[src/rtl/psr_skid.sv]
// Two-entry skid stage with field patching, RUN/BUBBLE null-slot control and flush.
// Optional stall counter output enabled by defining PSR_STALL_CNT_EN.
module psr_skid #(
  parameter int WIDTH   = 34,
  parameter int FLD_LSB = 8,
  parameter int FLD_W   = 8,
  parameter int CNT_W   = 16
) (
  input  logic             clk,
  input  logic             clr,
  input  logic [WIDTH-1:0] in_data,
  input  logic             in_valid,
  output logic             in_ready,
  input  logic             ld_fld,
  input  logic             flush,
  input  logic             bubble,
  input  logic             bubble_clr,
  output logic [WIDTH-1:0] out_data,
  output logic             out_valid,
  input  logic             out_ready
`ifdef PSR_STALL_CNT_EN
  ,
  output logic [CNT_W-1:0] stall_cnt
`endif
);

  typedef enum logic [0:0] {
    RUN    = 1'b0,
    BUBBLE = 1'b1
  } state_t;

  localparam logic [WIDTH-1:0] FLD_MASK =
    ((WIDTH'(1) << FLD_W) - WIDTH'(1)) << FLD_LSB;

  function automatic logic [WIDTH-1:0] patch_fld(input logic [WIDTH-1:0] old_v,
                                                 input logic [WIDTH-1:0] new_v);
    return (old_v & ~FLD_MASK) | (new_v & FLD_MASK);
  endfunction

  state_t           state_q, state_d;
  logic [WIDTH-1:0] main_q, main_d, skid_q, skid_d;
  logic             main_vld_q, main_vld_d, skid_vld_q, skid_vld_d;
  logic             rdy_q;
  logic             run_s, acc_s, xfer_s;

  // rdy_q keeps in_ready low until the first clock edge after reset release
  assign run_s     = (state_q == RUN);
  assign in_ready  = rdy_q && !skid_vld_q && run_s;
  assign out_valid = main_vld_q && run_s;
  assign out_data  = run_s ? main_q : {WIDTH{1'b0}};
  assign acc_s     = in_valid && in_ready;
  assign xfer_s    = out_valid && out_ready;

  // Next-state: flush first, then bubble entry, then normal accept/transfer
  always_comb begin
    state_d    = state_q;
    main_d     = main_q;
    skid_d     = skid_q;
    main_vld_d = main_vld_q;
    skid_vld_d = skid_vld_q;
    if (flush) begin
      state_d    = RUN;
      main_d     = {WIDTH{1'b0}};
      skid_d     = {WIDTH{1'b0}};
      main_vld_d = 1'b0;
      skid_vld_d = 1'b0;
    end else begin
      case (state_q)
        RUN: begin
          if (bubble) begin
            state_d = BUBBLE;
          end else begin
            if (xfer_s) begin
              if (skid_vld_q) begin
                main_d     = skid_q;
                skid_vld_d = 1'b0;
              end else begin
                main_vld_d = 1'b0;
              end
            end else begin
              main_vld_d = main_vld_q;
            end
            if (acc_s && !ld_fld) begin
              if ((!main_vld_q || xfer_s) && !skid_vld_q) begin
                main_d     = in_data;
                main_vld_d = 1'b1;
              end else begin
                skid_d     = in_data;
                skid_vld_d = 1'b1;
              end
            end else if (acc_s && ld_fld) begin
              // Youngest entry is patched; a main entry leaving this cycle is not
              if (skid_vld_q) begin
                if (xfer_s) begin
                  main_d = patch_fld(skid_q, in_data);
                end else begin
                  skid_d = patch_fld(skid_q, in_data);
                end
              end else if (main_vld_q && !xfer_s) begin
                main_d = patch_fld(main_q, in_data);
              end else begin
                main_d = main_d;
              end
            end else begin
              skid_d = skid_d;
            end
          end
        end
        BUBBLE: begin
          if (bubble_clr) begin
            state_d = RUN;
          end else begin
            state_d = BUBBLE;
          end
        end
        default: begin
          state_d = RUN;
        end
      endcase
    end
  end

  // Stage storage and state register
  always_ff @(posedge clk or negedge clr) begin
    if (!clr) begin
      state_q    <= RUN;
      main_q     <= {WIDTH{1'b0}};
      skid_q     <= {WIDTH{1'b0}};
      main_vld_q <= 1'b0;
      skid_vld_q <= 1'b0;
      rdy_q      <= 1'b0;
    end else begin
      state_q    <= state_d;
      main_q     <= main_d;
      skid_q     <= skid_d;
      main_vld_q <= main_vld_d;
      skid_vld_q <= skid_vld_d;
      rdy_q      <= 1'b1;
    end
  end

`ifdef PSR_STALL_CNT_EN
  logic [CNT_W-1:0] cnt_q, cnt_d;

  // Saturating count of cycles where a valid output is held back
  always_comb begin
    cnt_d = cnt_q;
    if (flush) begin
      cnt_d = {CNT_W{1'b0}};
    end else if (out_valid && !out_ready && (cnt_q != {CNT_W{1'b1}})) begin
      cnt_d = cnt_q + CNT_W'(1);
    end else begin
      cnt_d = cnt_q;
    end
  end

  // Stall counter register
  always_ff @(posedge clk or negedge clr) begin
    if (!clr) begin
      cnt_q <= {CNT_W{1'b0}};
    end else begin
      cnt_q <= cnt_d;
    end
  end

  assign stall_cnt = cnt_q;
`endif

endmodule

[config.mk]
export PLATFORM = sky130hd
export DESIGN_NAME = psr_skid
export DESIGN_NICKNAME = d
export VERILOG_FILES = /design/src/rtl/psr_skid.sv
export SDC_FILE = /design/constraint.sdc
export NUM_CORES = 1
export LEC_CHECK = 0
export ABC_AREA = 1
export CAP_MARGIN = 20
export CORE_ASPECT_RATIO = 1.4
export CORE_UTILIZATION = 57
export DETAILED_ROUTE_END_ITERATION = 16
export PLACE_DENSITY = 0.92
export SLEW_MARGIN = 15
export SYNTH_ARGS = -nofsm -noshare
export SYNTH_HDL_FRONTEND = slang
export SYNTH_SLANG_ARGS = --single-unit
[constraint.sdc]
create_clock -name clk -period 4.5 [get_ports clk]
set_clock_uncertainty 0.1 [all_clocks]
set_input_delay 0.45 -clock clk [delete_from_list [all_inputs] [get_ports clk]]
set_output_delay 0.45 -clock clk [all_outputs]
set_load 0.02 [all_outputs]
==> impl_metrics.toml <==
[run_status]
status = "finished, final reports clean"

[worst_setup_path]
startpoint_type = "primary input"
r2r-start = "state_q$_DFF_PN0_"
required_ns = 4.67
cp_max_fo = 33
r2r_cells = 7
regToRegSetupSlack_ns = 1.68
r2r_end = "main_q[13]$_DFFE_PN0P_"
worstSetupPathType = "in -> reg"
cp.arrival_ns = 3.00
critPathCaptureType = "register"

[yosys]
netlist_area_sq_um = 4090
yosysMostFrequentCell = "nand2_1"
synth_ff_type = "dfrtp_1"
yosysWarnings = 0
synth-seq-cells = 72
yosysSeqAreaShare = 0.440
async_flop_share = 1.00
syn_nets = 608
synth-edff-count = 0
synth_cell_types = 26
synth.largest_area_cell = "dfrtp_1"
synth_commonest_cells = "nand2_1, nor2_1, inv_1"
syn-instance-count = 566
syn_area_per_cell_sq_um = 7.23
netlist.area_leader.share = 0.440
ys_top_cells_by_area = "dfrtp_1, nand2_1, nor2_1"

[global_route]
antenna_found_initial = 0
grt_overflow = 0
grt_pass1_wl_mm = 17.5
gr-usage-all-layers = 0.304
grt_max_degree = 51
grt_pass1_vias = 3942

[drt]
routed_wl_mm = 10.6
first_iter_violations = 344
viasPerCell = 5.51
antenna_left = 0
vias = 4025
dr.pass1.iters = 5
drc = 0
drt-wirelength-per-cell_microns = 14.5

[floorplan]
rows = 36
die_area_sq_um = 7530
die_w_microns = 73.6
dieHeight_microns = 102
io_pins = 78
start_util = 0.590
core_sq_um = 6940

[final_layout]
final_nets = 673
fin_area_sq_um = 5030
syn_to_final_growth_pct = 23.0
antenna_cells = 0
drive_gt1_frac = 0.0881
fin_util = 0.726

[cts]
cts-htree-levels = 3
post_cts_resized = 0
cts_tree = "done"
root_buffer = "clkbuf_8"
cts-buffers-inserted = 9
numClockSinks = 72
cts_hold_buf = 0
post_cts_buffers = 0
clk_path_buf_depth = 2
clkLatencyLatePin_ns = 0.35
path_clk_slew_ns = 0.08

[worst_hold_path]
min_path_type = "in -> async"

[placement]
pre_cts_slack_ns = 1.34
dpl.hpwl_mm = 7.11
io_buffers = 77
place_area_sq_um = 4830
gp_congestion = 0.861

[timing]
fmax_mhz = 354
min_period_ns = 2.82
worstMarginPinSlew_ns = 0.895
period_share = 0.628
slew_violations = 0
finalSetupTns_ns = 0
rsz0062_at_grt = "no"
setup_ws_ns = 1.68
setup_violations = 0
hold_viol_final = 0
holdWs_ns = 0.0508
relSlewSlack = 0.403

[pwr]
max-vdd-ir-drop_v = 0.000219
power.density_nw_per_um2 = 305
leakage_nw = 2.46

[flow_run]
cap_viol_max_count = 0
==> critical path, cell delays in order <==
cell             delay (ns)
clkdlybuf4s50_1        0.57
inv_1                  0.25
nand2_1                0.42
inv_1                  0.21
nor2_4                 0.19
nand2_2                0.40
inv_2                  0.29
nand3_1                0.10
o21ai_0                0.10
==> state kept, by name, summed over array words and instances, names as in the netlist <==
signal,cells
main_q,34
main_vld_q,1
rdy_q,1
skid_q,34
skid_vld_q,1
state_q,1
==> power breakdown <==
part / switching (mW) / internal [mW] / leakage, nW / total (mW)
registers: 0.0202 / 0.681 / 0.970 / 0.701
clock network: 0.258 / 0.273 / 0.0989 / 0.531
logic: 0.181 / 0.120 / 1.39 / 0.301
==> kinds of logic (layout without fill, tap and decap cells) <==
logic type / Yosys count / after routing / share of synthesized area
AND/OR/NAND/NOR: 280 / 280 / 0.302
AO/OA/AOI/OAI: 108 / 108 / 0.144
other: 1 / 1 / 0.000917
buffers and inverters: 105 / 175 / 0.113
flip-flops: 72 / 72 / 0.440
==> stage by stage <==
stage               total power, mW  std cells
finish                         1.53        731
global route                   1.60        731
CTS                            1.53        731
detailed placement             1.01        715
global placement               1.00        715
floorplan                     0.881        566
==> routing by layer <==
layer,wire (microns),up-vias,global-route usage
met5,0,-,0
met2,5480,179,0.524
met4,215,0,0.155
li1,-,1899,-
met1,4260,1927,0.372
met3,684,20,0.0355
==> cell type report <==
cell class	count	area, sq um
inverters	80	300
clock inverters	6	67.6
flip-flops and latches	72	1800
fillers	538	1900
repair buffers	79	781
well taps	95	119
clock buffers	10	138
multi-input cells	389	1830
==> layout by cell type, fill, tap and decap left out, drive strengths merged, types with 11 or more instances in the layout <==
cell,n
nand3,35
o22ai,11
inv,81
clkdlybuf4s50,76
dfrtp,72
or2,15
nand2,126
nor2,102
a21oi,21
o211ai,12
o21ai,64
==> worst max path at each step <==
stage | from | end | slack, ns | depth (start not counted)
after floorplan | state_q$_DFF_PN0_ | main_q[16]$_DFFE_PN0P_ | 2.80 | 7
after global placement | flush | skid_q[14]$_DFFE_PN0P_ | 1.48 | 9
after detailed placement | flush | skid_q[13]$_DFFE_PN0P_ | 1.34 | 9
after CTS | flush | skid_q[13]$_DFFE_PN0P_ | 1.70 | 9
after global routing | flush | skid_q[9]$_DFFE_PN0P_ | 1.43 | 9
final | flush | skid_q[13]$_DFFE_PN0P_ | 1.68 | 9
(Power assumes the default switching activity.)
